$ cat src/rtl/pipe_wb_ctrl.sv
// Writeback / memory-access controller: retires REG/LUI/BRANCH/JUMP in one cycle,
// sequences LOAD/STORE through a request/grant/rvalid handshake.
module pipe_wb_ctrl #(
    parameter int unsigned      XLEN     = 32,
    parameter int unsigned      PC_DEPTH = 2,
    parameter logic [XLEN-1:0]  RESET_PC = '0
) (
    input  logic                clk,
    input  logic                reset,
    input  logic                op_valid,
    input  logic [2:0]          op,
    input  logic [2:0]          func3,
    input  logic [XLEN-1:0]     pc,
    input  logic [XLEN-1:0]     imm,
    input  logic [XLEN-1:0]     alu_o,
    input  logic [XLEN-1:0]     rs2_data,
    output logic                stall,
    output logic                pc_we,
    output logic [XLEN-1:0]     pc_wdata,
    output logic                reg_we,
    output logic [XLEN-1:0]     reg_wdata,
    output logic                mem_req,
    output logic                mem_we,
    output logic [XLEN-1:0]     mem_addr,
    output logic [XLEN-1:0]     mem_wdata,
    output logic [XLEN/8-1:0]   mem_be,
    input  logic                mem_gnt,
    input  logic                mem_rvalid,
    input  logic [XLEN-1:0]     mem_rdata,
    output logic [XLEN-1:0]     fwd_data
);

    localparam int unsigned NB   = XLEN / 8;
    localparam int unsigned OFFW = $clog2(NB);

    typedef enum logic [1:0] {IDLE, REQ, RWAIT} state_e;
    typedef enum logic [2:0] {
        OP_NOP, OP_REG, OP_LOAD, OP_STORE, OP_BRANCH, OP_JUMP, OP_LUI, OP_RSVD
    } op_e;

    state_e            state_q, state_d;
    logic              reg_we_q, reg_we_d, pc_we_q, pc_we_d;
    logic [XLEN-1:0]   reg_wdata_q, reg_wdata_d, pc_wdata_q, pc_wdata_d;
    logic              mem_req_q, mem_req_d, mem_we_q, mem_we_d;
    logic [XLEN-1:0]   mem_addr_q, mem_addr_d, mem_wdata_q, mem_wdata_d;
    logic [NB-1:0]     mem_be_q, mem_be_d;
    logic [XLEN-1:0]   fwd_q, fwd_d;
    logic [2:0]        func3_q, func3_d;
    logic [XLEN-1:0]   hist_q [PC_DEPTH];
    logic [XLEN-1:0]   hist_d [PC_DEPTH];

    logic [XLEN-1:0]   pc_hist;
    logic [4:0]        st_info, ld_info;
    logic [OFFW-1:0]   st_off, ld_off;
    logic [XLEN-1:0]   st_wdata, ld_rot, ld_mask, ld_val;
    logic [NB-1:0]     st_be;
    logic              ld_sign;

    // {sign-extend, byte count}; undefined encodings fall back to zero-extended word
    function automatic logic [4:0] size_info(input logic [2:0] f3);
        case (f3)
            3'd0:    return {1'b1, 4'd1};
            3'd1:    return {1'b1, 4'd2};
            3'd2:    return {1'b1, 4'd4};
            3'd3:    return (XLEN == 64) ? {1'b1, 4'd8} : {1'b0, 4'd4};
            3'd4:    return {1'b0, 4'd1};
            3'd5:    return {1'b0, 4'd2};
            default: return {1'b0, 4'd4};
        endcase
    endfunction

    function automatic int unsigned lane_idx(input logic [OFFW-1:0] o, input int unsigned i);
        logic [OFFW-1:0] l;
        l = o + OFFW'(i);
        return 32'(l);
    endfunction

    assign pc_hist = hist_q[PC_DEPTH-1];
    assign st_info = size_info(func3);
    assign ld_info = size_info(func3_q);
    assign st_off  = alu_o[OFFW-1:0];
    assign ld_off  = mem_addr_q[OFFW-1:0];

    // Lanes rotate within the aligned word, so misaligned accesses wrap around
    always_comb begin
        st_wdata = '0;
        st_be    = '0;
        ld_rot   = '0;
        ld_mask  = '0;
        for (int unsigned i = 0; i < NB; i++) begin
            st_wdata[lane_idx(st_off, i)*8 +: 8] = rs2_data[i*8 +: 8];
            st_be[lane_idx(st_off, i)]           = (i < 32'(st_info[3:0]));
            ld_rot[i*8 +: 8]                     = mem_rdata[lane_idx(ld_off, i)*8 +: 8];
            ld_mask[i*8 +: 8]                    = (i < 32'(ld_info[3:0])) ? 8'hFF : 8'h00;
        end
        ld_sign = ld_info[4] & ld_rot[32'(ld_info[3:0])*8 - 1];
        ld_val  = (ld_rot & ld_mask) | (ld_sign ? ~ld_mask : '0);
    end

    always_comb begin
        state_d     = state_q;
        reg_we_d    = 1'b0;
        reg_wdata_d = reg_wdata_q;
        pc_we_d     = 1'b0;
        pc_wdata_d  = pc_wdata_q;
        mem_req_d   = mem_req_q;
        mem_we_d    = mem_we_q;
        mem_addr_d  = mem_addr_q;
        mem_wdata_d = mem_wdata_q;
        mem_be_d    = mem_be_q;
        fwd_d       = fwd_q;
        func3_d     = func3_q;
        hist_d      = hist_q;
        if (state_q == IDLE) begin
            hist_d[0] = pc;
            for (int unsigned i = 1; i < PC_DEPTH; i++) hist_d[i] = hist_q[i-1];
        end

        if (reset) begin
            state_d     = IDLE;
            pc_we_d     = 1'b1;
            pc_wdata_d  = RESET_PC;
            reg_wdata_d = '0;
            mem_req_d   = 1'b0;
            mem_we_d    = 1'b0;
            mem_addr_d  = '0;
            mem_wdata_d = '0;
            mem_be_d    = '0;
            fwd_d       = '0;
            func3_d     = '0;
            for (int unsigned i = 0; i < PC_DEPTH; i++) hist_d[i] = RESET_PC;
        end else begin
            case (state_q)
                IDLE: if (op_valid) begin
                    case (op_e'(op))
                        OP_REG: begin
                            reg_we_d = 1'b1; reg_wdata_d = alu_o; fwd_d = alu_o;
                        end
                        OP_LUI: begin
                            reg_we_d = 1'b1; reg_wdata_d = imm; fwd_d = imm;
                        end
                        OP_BRANCH: if (alu_o[0]) begin
                            pc_we_d    = 1'b1;
                            pc_wdata_d = pc_hist + imm - XLEN'(4);
                        end
                        OP_JUMP: begin
                            pc_we_d  = 1'b1; pc_wdata_d  = alu_o;
                            reg_we_d = 1'b1; reg_wdata_d = pc_hist; fwd_d = pc_hist;
                        end
                        OP_STORE, OP_LOAD: begin
                            state_d    = REQ;
                            mem_req_d  = 1'b1;
                            mem_we_d   = (op_e'(op) == OP_STORE);
                            mem_addr_d = alu_o;
                            mem_be_d   = st_be;
                            func3_d    = func3;
                            if (op_e'(op) == OP_STORE) begin
                                mem_wdata_d = st_wdata;
                                fwd_d       = rs2_data;
                            end
                        end
                        default: ;
                    endcase
                end
                REQ: if (mem_gnt) begin
                    mem_req_d = 1'b0;
                    state_d   = mem_we_q ? IDLE : RWAIT;
                end
                RWAIT: if (mem_rvalid) begin
                    state_d     = IDLE;
                    reg_we_d    = 1'b1;
                    reg_wdata_d = ld_val;
                    fwd_d       = ld_val;
                end
                default: state_d = IDLE;
            endcase
        end
    end

    always_ff @(posedge clk) begin
        state_q     <= state_d;
        reg_we_q    <= reg_we_d;
        reg_wdata_q <= reg_wdata_d;
        pc_we_q     <= pc_we_d;
        pc_wdata_q  <= pc_wdata_d;
        mem_req_q   <= mem_req_d;
        mem_we_q    <= mem_we_d;
        mem_addr_q  <= mem_addr_d;
        mem_wdata_q <= mem_wdata_d;
        mem_be_q    <= mem_be_d;
        fwd_q       <= fwd_d;
        func3_q     <= func3_d;
        hist_q      <= hist_d;
    end

    assign stall     = (state_q != IDLE);
    assign pc_we     = pc_we_q;
    assign pc_wdata  = pc_wdata_q;
    assign reg_we    = reg_we_q;
    assign reg_wdata = reg_wdata_q;
    assign mem_req   = mem_req_q;
    assign mem_we    = mem_we_q;
    assign mem_addr  = mem_addr_q;
    assign mem_wdata = mem_wdata_q;
    assign mem_be    = mem_be_q;
    assign fwd_data  = fwd_q;

endmodule

$ cat config.mk
export PLATFORM = sky130hd
export DESIGN_NAME = pipe_wb_ctrl
export DESIGN_NICKNAME = d
export VERILOG_FILES = /design/src/rtl/pipe_wb_ctrl.sv
export SDC_FILE = /design/constraint.sdc
export NUM_CORES = 1
export LEC_CHECK = 0
export ABC_AREA = 1
export BUFFER_PORTS_ARGS = -buffer_cell sky130_fd_sc_hd__buf_4
export CAP_MARGIN = 5
export CORE_MARGIN = 1
export CORE_UTILIZATION = 50
export CTS_CLUSTER_SIZE = 30
export DETAILED_ROUTE_END_ITERATION = 8
export MAX_ROUTING_LAYER = met4
export PLACE_DENSITY = 0.81
export SETUP_SLACK_MARGIN = 0.05
export SYNTH_ARGS = -nofsm -noshare
export SYNTH_HDL_FRONTEND = slang
export SYNTH_SLANG_ARGS = --single-unit
$ cat constraint.sdc
create_clock -name clk -period 1.9 [get_ports clk]
set_input_delay 0.19 -clock clk [delete_from_list [all_inputs] [get_ports clk]]
set_output_delay 0.19 -clock clk [all_outputs]
set_load 0.005 [all_outputs]
==> flow_summary.yaml, run 1 <==
floorplan:
  fp.dieH_um: 175
  fp.dieW_um: 175
  ioPinCount: 340
  core_area_um2: 29100
  std_cell_rows: 62
  initial_core_util: 0.515
  dieArea_um2: 30600
setup_path:
  startpoint: "pc_hist[5]$_SDFFE_PP0P_"
  arrival_ns: 3.01
  path_class: "register to register"
  rr_startpoint: "pc_hist[5]$_SDFFE_PP0P_"
  cpPeakStageDelay_ns: 0.33
  worstPathCellList: "inv_2 > ha_4 > inv_1 > ha_4 > nand2_4 > inv_2 > nand2_2 > nand3_4 > nand2_1 > nand3b_1 > xor2_1 > o21ai_1 > nand2_1"
  cp-end-kind: "register"
  rrSetupSlack_ns: -0.67
  crit_required_ns: 2.34
  reg2reg_to: "pc_wdata[12]$_SDFFE_PP0P_"
  cp_max_fo: 4
  worst_r2r_path_depth: 13
  worstSetupEndpoint: "pc_wdata[12]$_SDFFE_PP0P_"
  worst_path_max_delay_cell: "dfxtp_2"
  cp-start-kind: "register"
status:
  violations: "negative hold slack, negative setup slack"
  status: "finished, violations left"
yosys:
  synth-seq-cells: 237
  netlist_instances: 2388
  syn-num-nets: 2632
  synthesis.area_um2: 15000
  synth_cell_types: 39
  yosys_warnings: 0
  avgSynthCellArea_um2: 6.27
  ys_seq_area_frac: 0.317
  netlist.top_cell.by_area: "dfxtp_1"
  synth_area_leaders: "dfxtp_1, nand2_1, a21oi_1"
  synth_top_area_frac: 0.317
sta:
  worst_slack_ns: -0.669
  relSlewSlack: 0.506
  holdWs_ns: -0.00757
  hold_viol: 1
  finClkSkew_ns: 0.0337
  slew_viol_final: 0
  post-route-min-period_ns: 2.57
  worst_pin_slew_ns: 0.737
  rsz0062_at_grt: "yes"
  min_period_over_period: 1.35
  setup_viol: 27
  fmax_mhz: 389
routing:
  wire_per_inst_um: 24.2
  routed_wl_mm: 81.3
  first_pass_iters: 6
  num_vias: 21100
  drc: 0
  antenna_left: 0
  first_iter_violations: 3514
  viasPerCell: 6.27
layout:
  fill_cells: 1941
  nets: 3196
  multi_input_area_um2: 10200
  syn_to_final_growth_pct: 53.2
  final_util: 0.788
  layout-drive-gt1-share: 0.328
  seq_area_um2: 4770
clock_network:
  clock_sinks: 237
  htreeDepth: 1
  numCtsBuffers: 26
  cts_tree: "built"
  clockBufferDepth: 3
  path_clk_slew_ns: 0.07
  cts_root_buffer: "clkbuf_16"
  clk_latency_ns: 0.56
placement:
  portBuffers: 339
  place.gp.congestion: 1.07
  dpl.hpwl_mm: 53.4
global_route:
  grt_overflow: 0
  grt_usage: 0.496
  grt_max_degree: 97
  grt_pass1_wl_mm: 114
  grt_pass1_vias: 19500
  grt_antenna_before_repair: 3
power_and_ir_drop:
  p_comb_frac: 0.378
  p_clk_frac: 0.308
  ir_drop_v: 0.000749
  p_sw_frac: 0.361
  p_total_mw: 17.7
  switchingPower_mw: 6.38
  p_int_mw: 11.3
  p_per_area_nw_per_um2: 770
  p_seq_frac: 0.314
  p_leak_nw: 11.1
worst_hold_path:
  hp-class: "input port to register"
job:
  max_cap_violations: 0
[synth_stat cells]
library cell	instances
a21o_1	1
a21oi_1	334
a221oi_1	1
a31oi_1	15
a32o_1	2
and2_1	1
buf_1	5
buf_2	21
buf_4	1
clkbuf_1	97
clkinv_1	3
dfxtp_1	237
fa_1	1
ha_1	72
inv_1	287
inv_2	12
mux2i_1	18
nand2_1	548
nand3_1	97
nand3b_1	3
nand4_1	7
nand4_2	4
nor2_1	246
nor2_2	3
nor2_4	2
nor3_1	8
nor4_2	2
o211ai_1	9
o21a_1	1
o21ai_0	229
o21ai_1	35
o21ai_2	1
o21bai_1	7
o22ai_1	53
o31ai_1	1
o32ai_1	7
or2_2	2
xnor2_1	6
xor2_1	9
[worst max-delay path, delay by kind of cell, from the launching register on]
family / cells / cell delay (ns)
buf+inv: 3 / 0.45
fa+ha+maj: 2 / 0.46
flops: 1 / 0.33
xor+xnor: 1 / 0.26
simple gates: 6 / 0.72
compound gates: 1 / 0.22
[worst min-delay path by stage]
stage          depth (start not counted)                         to  startpoint
2_1_floorplan                          1       mem_req$_SDFFE_PP0P_       reset
3_3_place_gp                           3    hist_q[51]$_SDFFE_PP0P_      pc[19]
3_5_place_dp                           3    hist_q[44]$_SDFFE_PP0P_      pc[12]
4_1_cts                                3  mem_addr[21]$_SDFFE_PP0P_   alu_o[21]
5_1_grt                                4    state_q[1]$_SDFFE_PP0P_  mem_rvalid
6_report                               4    state_q[1]$_SDFFE_PP0P_  mem_rvalid
[layer usage]
metal,up-vias,track usage,wire length [µm]
met2,1918,0.751,34500
met1,9663,0.604,28800
li1,8961,-,-
met3,510,0.0966,10900
met5,-,-,0
met4,0,0.311,7130
[area by class of cell]
type / instances / share of cell area
multi-input cells: 1725 / 0.445
inverters: 302 / 0.0507
repair buffers: 660 / 0.236
clock buffers: 34 / 0.0324
well taps: 384 / 0.0210
clock inverters: 13 / 0.00655
diodes: 3 / 0.000327
flip-flops and latches: 237 / 0.208
[sequential cells by signal, summed over array words and instances, names as in the netlist]
name	count
func3_q	3
fwd_data	32
hist_q	32
mem_addr	32
mem_be	4
mem_req	1
mem_wdata	32
mem_we	1
pc_hist	32
pc_wdata	32
pc_we	1
reg_wdata	32
reg_we	1
state_q	2
[cell families (layout without fill, tap and decap cells)]
| family | Yosys count | count (layout) | synth area share |
|---|---|---|---|
| fa+ha+maj | 73 | 73 | 0.0615 |
| compound gates | 696 | 696 | 0.244 |
| other cells | 0 | 3 | 0 |
| xor+xnor | 15 | 15 | 0.00877 |
| simple gates | 923 | 923 | 0.248 |
| flops | 237 | 237 | 0.317 |
| mux | 18 | 18 | 0.0120 |
| buf+inv | 426 | 1009 | 0.109 |
[cell usage in the layout (no fill, tap or decap), types with 15 or more instances in the layout]
master,count
dfxtp_1,219
buf_4,559
o21ai_0,217
ha_1,26
dfxtp_2,16
a21oi_2,19
nor2_4,17
inv_2,61
inv_1,227
nor2_1,220
a31oi_1,15
clkbuf_16,27
dlygate4sd3_1,62
ha_4,46
nand2_4,32
o21ai_1,45
nand2_1,453
nand3_1,79
o22ai_1,53
nand2_2,60
a21oi_1,309
mux2i_1,18
buf_6,23
[timing repair]
item                       4_1_cts  5_1_grt
setup endpoints to repair       89      137
resized for setup              241      148
hold buffers                    62        0
pin swaps                       83       77
hold endpoints to repair        66        0
buffers inserted                11        8
cloned                           1        0
[metrics by stage]
step	setup TNS [ns]	std cells	setup WS [ns]	cell area, µm²
after floorplan	-0.0884	2388	-0.0884	15200
after global placement	-12.16	3228	-0.434	19700
after detailed placement	-14.62	3228	-0.450	19700
after CTS	-3.88	3348	-0.219	22300
after global routing	-12.73	3358	-0.650	22900
final	-11.61	3358	-0.669	22900
[power groups by stage]
stage | Clock [mW] | Sequential (mW) | Combinational (mW)
after floorplan | 0 | 5.56 | 2.56
after CTS | 5.34 | 5.51 | 5.79
after detailed placement | 0 | 5.61 | 4.93
after global placement | 0 | 5.60 | 4.88
final | 5.44 | 5.55 | 6.67
after global routing | 5.57 | 5.56 | 6.98
(Power assumes the default switching activity.)
==> run 2, diff against run 1 <==
- CORE_UTILIZATION: 50 -> 60
- PLACE_DENSITY: 0.81 -> 0.9
- SETUP_SLACK_MARGIN: 0.05 -> 0.02
- clock period: 1.9 -> 3.3 ns (I/O delays scaled with it)
==> run 2 against run 1 <==
Effect of this change:
- the flow now finishes without violations
- clock power is 42% lower
- sequential share of layout area increased by 4.7 points
- clock-buffer cell count rose by 4
- register-to-register slack better by 1.4 ns
- die area down 16%
- flip-flop and latch count unchanged
- sequential power fell by 43%
- global-route usage is 0.58 points higher
- non-clock buffer count decreased by 291
- routed wire length decreased by 20%
- first-iteration DRC count down 22%
- via count fell by 11%
- critical path type is now register to primary output
- critical endpoint is now stall
- largest cell class unchanged
- largest power group is now registers
==> flow_summary.yaml, run 2 (same netlist as run 1, synthesis figures left out) <==
placement:
  place_inst: 2957
  placed_area_um2: 17700
  portBuffers: 339
  place.gp.congestion: 1.15
  dpl.hpwl_mm: 48.0
layout:
  syn_to_final_growth_pct: 24.4
  nets: 2905
  layout_commonest_cell: "nand2_1"
  final_cell_mix: "nand2_1, buf_4, a21oi_1"
  design_area_um2: 18600
  post_layout_nonfiller_instances: 3008
  seq_area_um2: 4740
  fill_cells: 1885
  multi_input_area_um2: 8610
  layout-drive-gt1-share: 0.165
clock_network:
  cts_tree: "built"
  clockBufferDepth: 3
  cts_root_buffer: "clkbuf_16"
  clk_latency_ns: 0.55
  path_clk_slew_ns: 0.06
  htreeDepth: 1
  post_cts_resized: 0
  numCtsBuffers: 26
  post_cts_buffers: 0
  clock_sinks: 237
  hold_buffers: 0
sta:
  rsz0062_at_grt: "no"
  hold_viol: 0
  min_period_over_period: 0.841
  slew_viol_final: 0
  holdWs_ns: 0.000235
  finalSetupTns_ns: 0
  post-route-min-period_ns: 2.78
  worst_pin_slew_ns: 0.948
  setup_viol: 0
  relSlewSlack: 0.362
  finClkSkew_ns: 0.0259
  fmax_mhz: 360
power_and_ir_drop:
  p_total_mw: 8.81
  p_leak_nw: 9.33
  p_per_area_nw_per_um2: 473
  ir_drop_v: 0.000465
routing:
  num_vias: 18800
  first_iter_violations: 2745
  viasPerCell: 6.25
  first_pass_iters: 6
  wire_per_inst_um: 21.5
  antenna_left: 0
  routed_wl_mm: 64.8
  drc: 0
floorplan:
  ioPinCount: 340
  fp.dieW_um: 160
  std_cell_rows: 57
  fp.dieH_um: 160
  initial_core_util: 0.614
  dieArea_um2: 25600
  core_area_um2: 24400
global_route:
  grt_pass1_wl_mm: 97.2
  grt_pass1_vias: 17200
  grt_max_degree: 143
  grt_usage: 0.502
  grt_antenna_before_repair: 3
  grt_overflow: 0
setup_path:
  cp_max_fo: 96
  cp-start-kind: "register"
  path_class: "register to primary output"
  cp-end-kind: "primary output"
  crit_required_ns: 2.97
  arrival_ns: 2.45
worst_hold_path:
  hp-class: "input port to register"
job:
  max_cap_violations: 0
status:
  status: "finished, final reports clean"
==> run 2: changes by cell type in the layout (fill, tap and decap cells not counted), sizes merged <==
cell         delta
buf           -228
clkinv          -6
inv             +2
bufbuf          -1
clkinvlp        +1
clkbuf          +4
dlygate4sd3    -62
==> run 2: worst max-delay path, stage by stage, from the launching register on <==
cell and delay, ns:
dfxtp_1 0.47, nor2_4 0.06, buf_4 0.25, inv_2 0.12
buf_4 0.67, buf_4 0.24
==> run 2: power breakdown <==
part	switching, mW	internal [mW]
combinational	1.59	0.895
clock	1.26	1.89
sequential	0.130	3.05
==> run 2: layout make-up <==
cell class | count | share of cell area
Antenna cell | 3 | 0.000403
Inverter | 302 | 0.0610
Clock inverter | 10 | 0.00739
Tap cell | 324 | 0.0218
Sequential cell | 237 | 0.255
Timing Repair Buffer | 369 | 0.150
Multi-Input combinational cell | 1725 | 0.462
Clock buffer | 38 | 0.0422
==> run 2: metal layers <==
| metal | global-route usage | part of all wire | vias to the layer above |
|---|---|---|---|
| met1 | 0.601 | 0.36 | 8513 |
| met5 | - | 0 | - |
| met3 | 0.119 | 0.14 | 342 |
| met2 | 0.743 | 0.43 | 1562 |
| met4 | 0.345 | 0.081 | 0 |
| li1 | - | - | 8397 |
==> run 2: final timing paths <==
kind                                 start                   endpoint  slack (ns)  cells after the start
setup / recovery   state_q[0]$_SDFFE_PP0P_                      stall        0.52                      5
hold / removal                      pc[21]    hist_q[53]$_SDFFE_PP0P_      0.0002                      3
setup reg to reg   state_q[0]$_SDFFE_PP0P_  mem_addr[29]$_SDFFE_PP0P_        0.69                      8
hold reg to reg   pc_wdata[6]$_SDFFE_PP0P_   pc_wdata[6]$_SDFFE_PP0P_        0.45                      2
==> run 2: through the flow <==
| stage | setup WS (ns) | util |
|---|---|---|
| after detailed placement | 0.742 | 0.726 |
| after floorplan | 1.14 | - |
| final | 0.523 | 0.764 |
| after CTS | 0.587 | 0.763 |
| after global placement | 0.809 | 0.726 |
| after global routing | 0.431 | 0.764 |
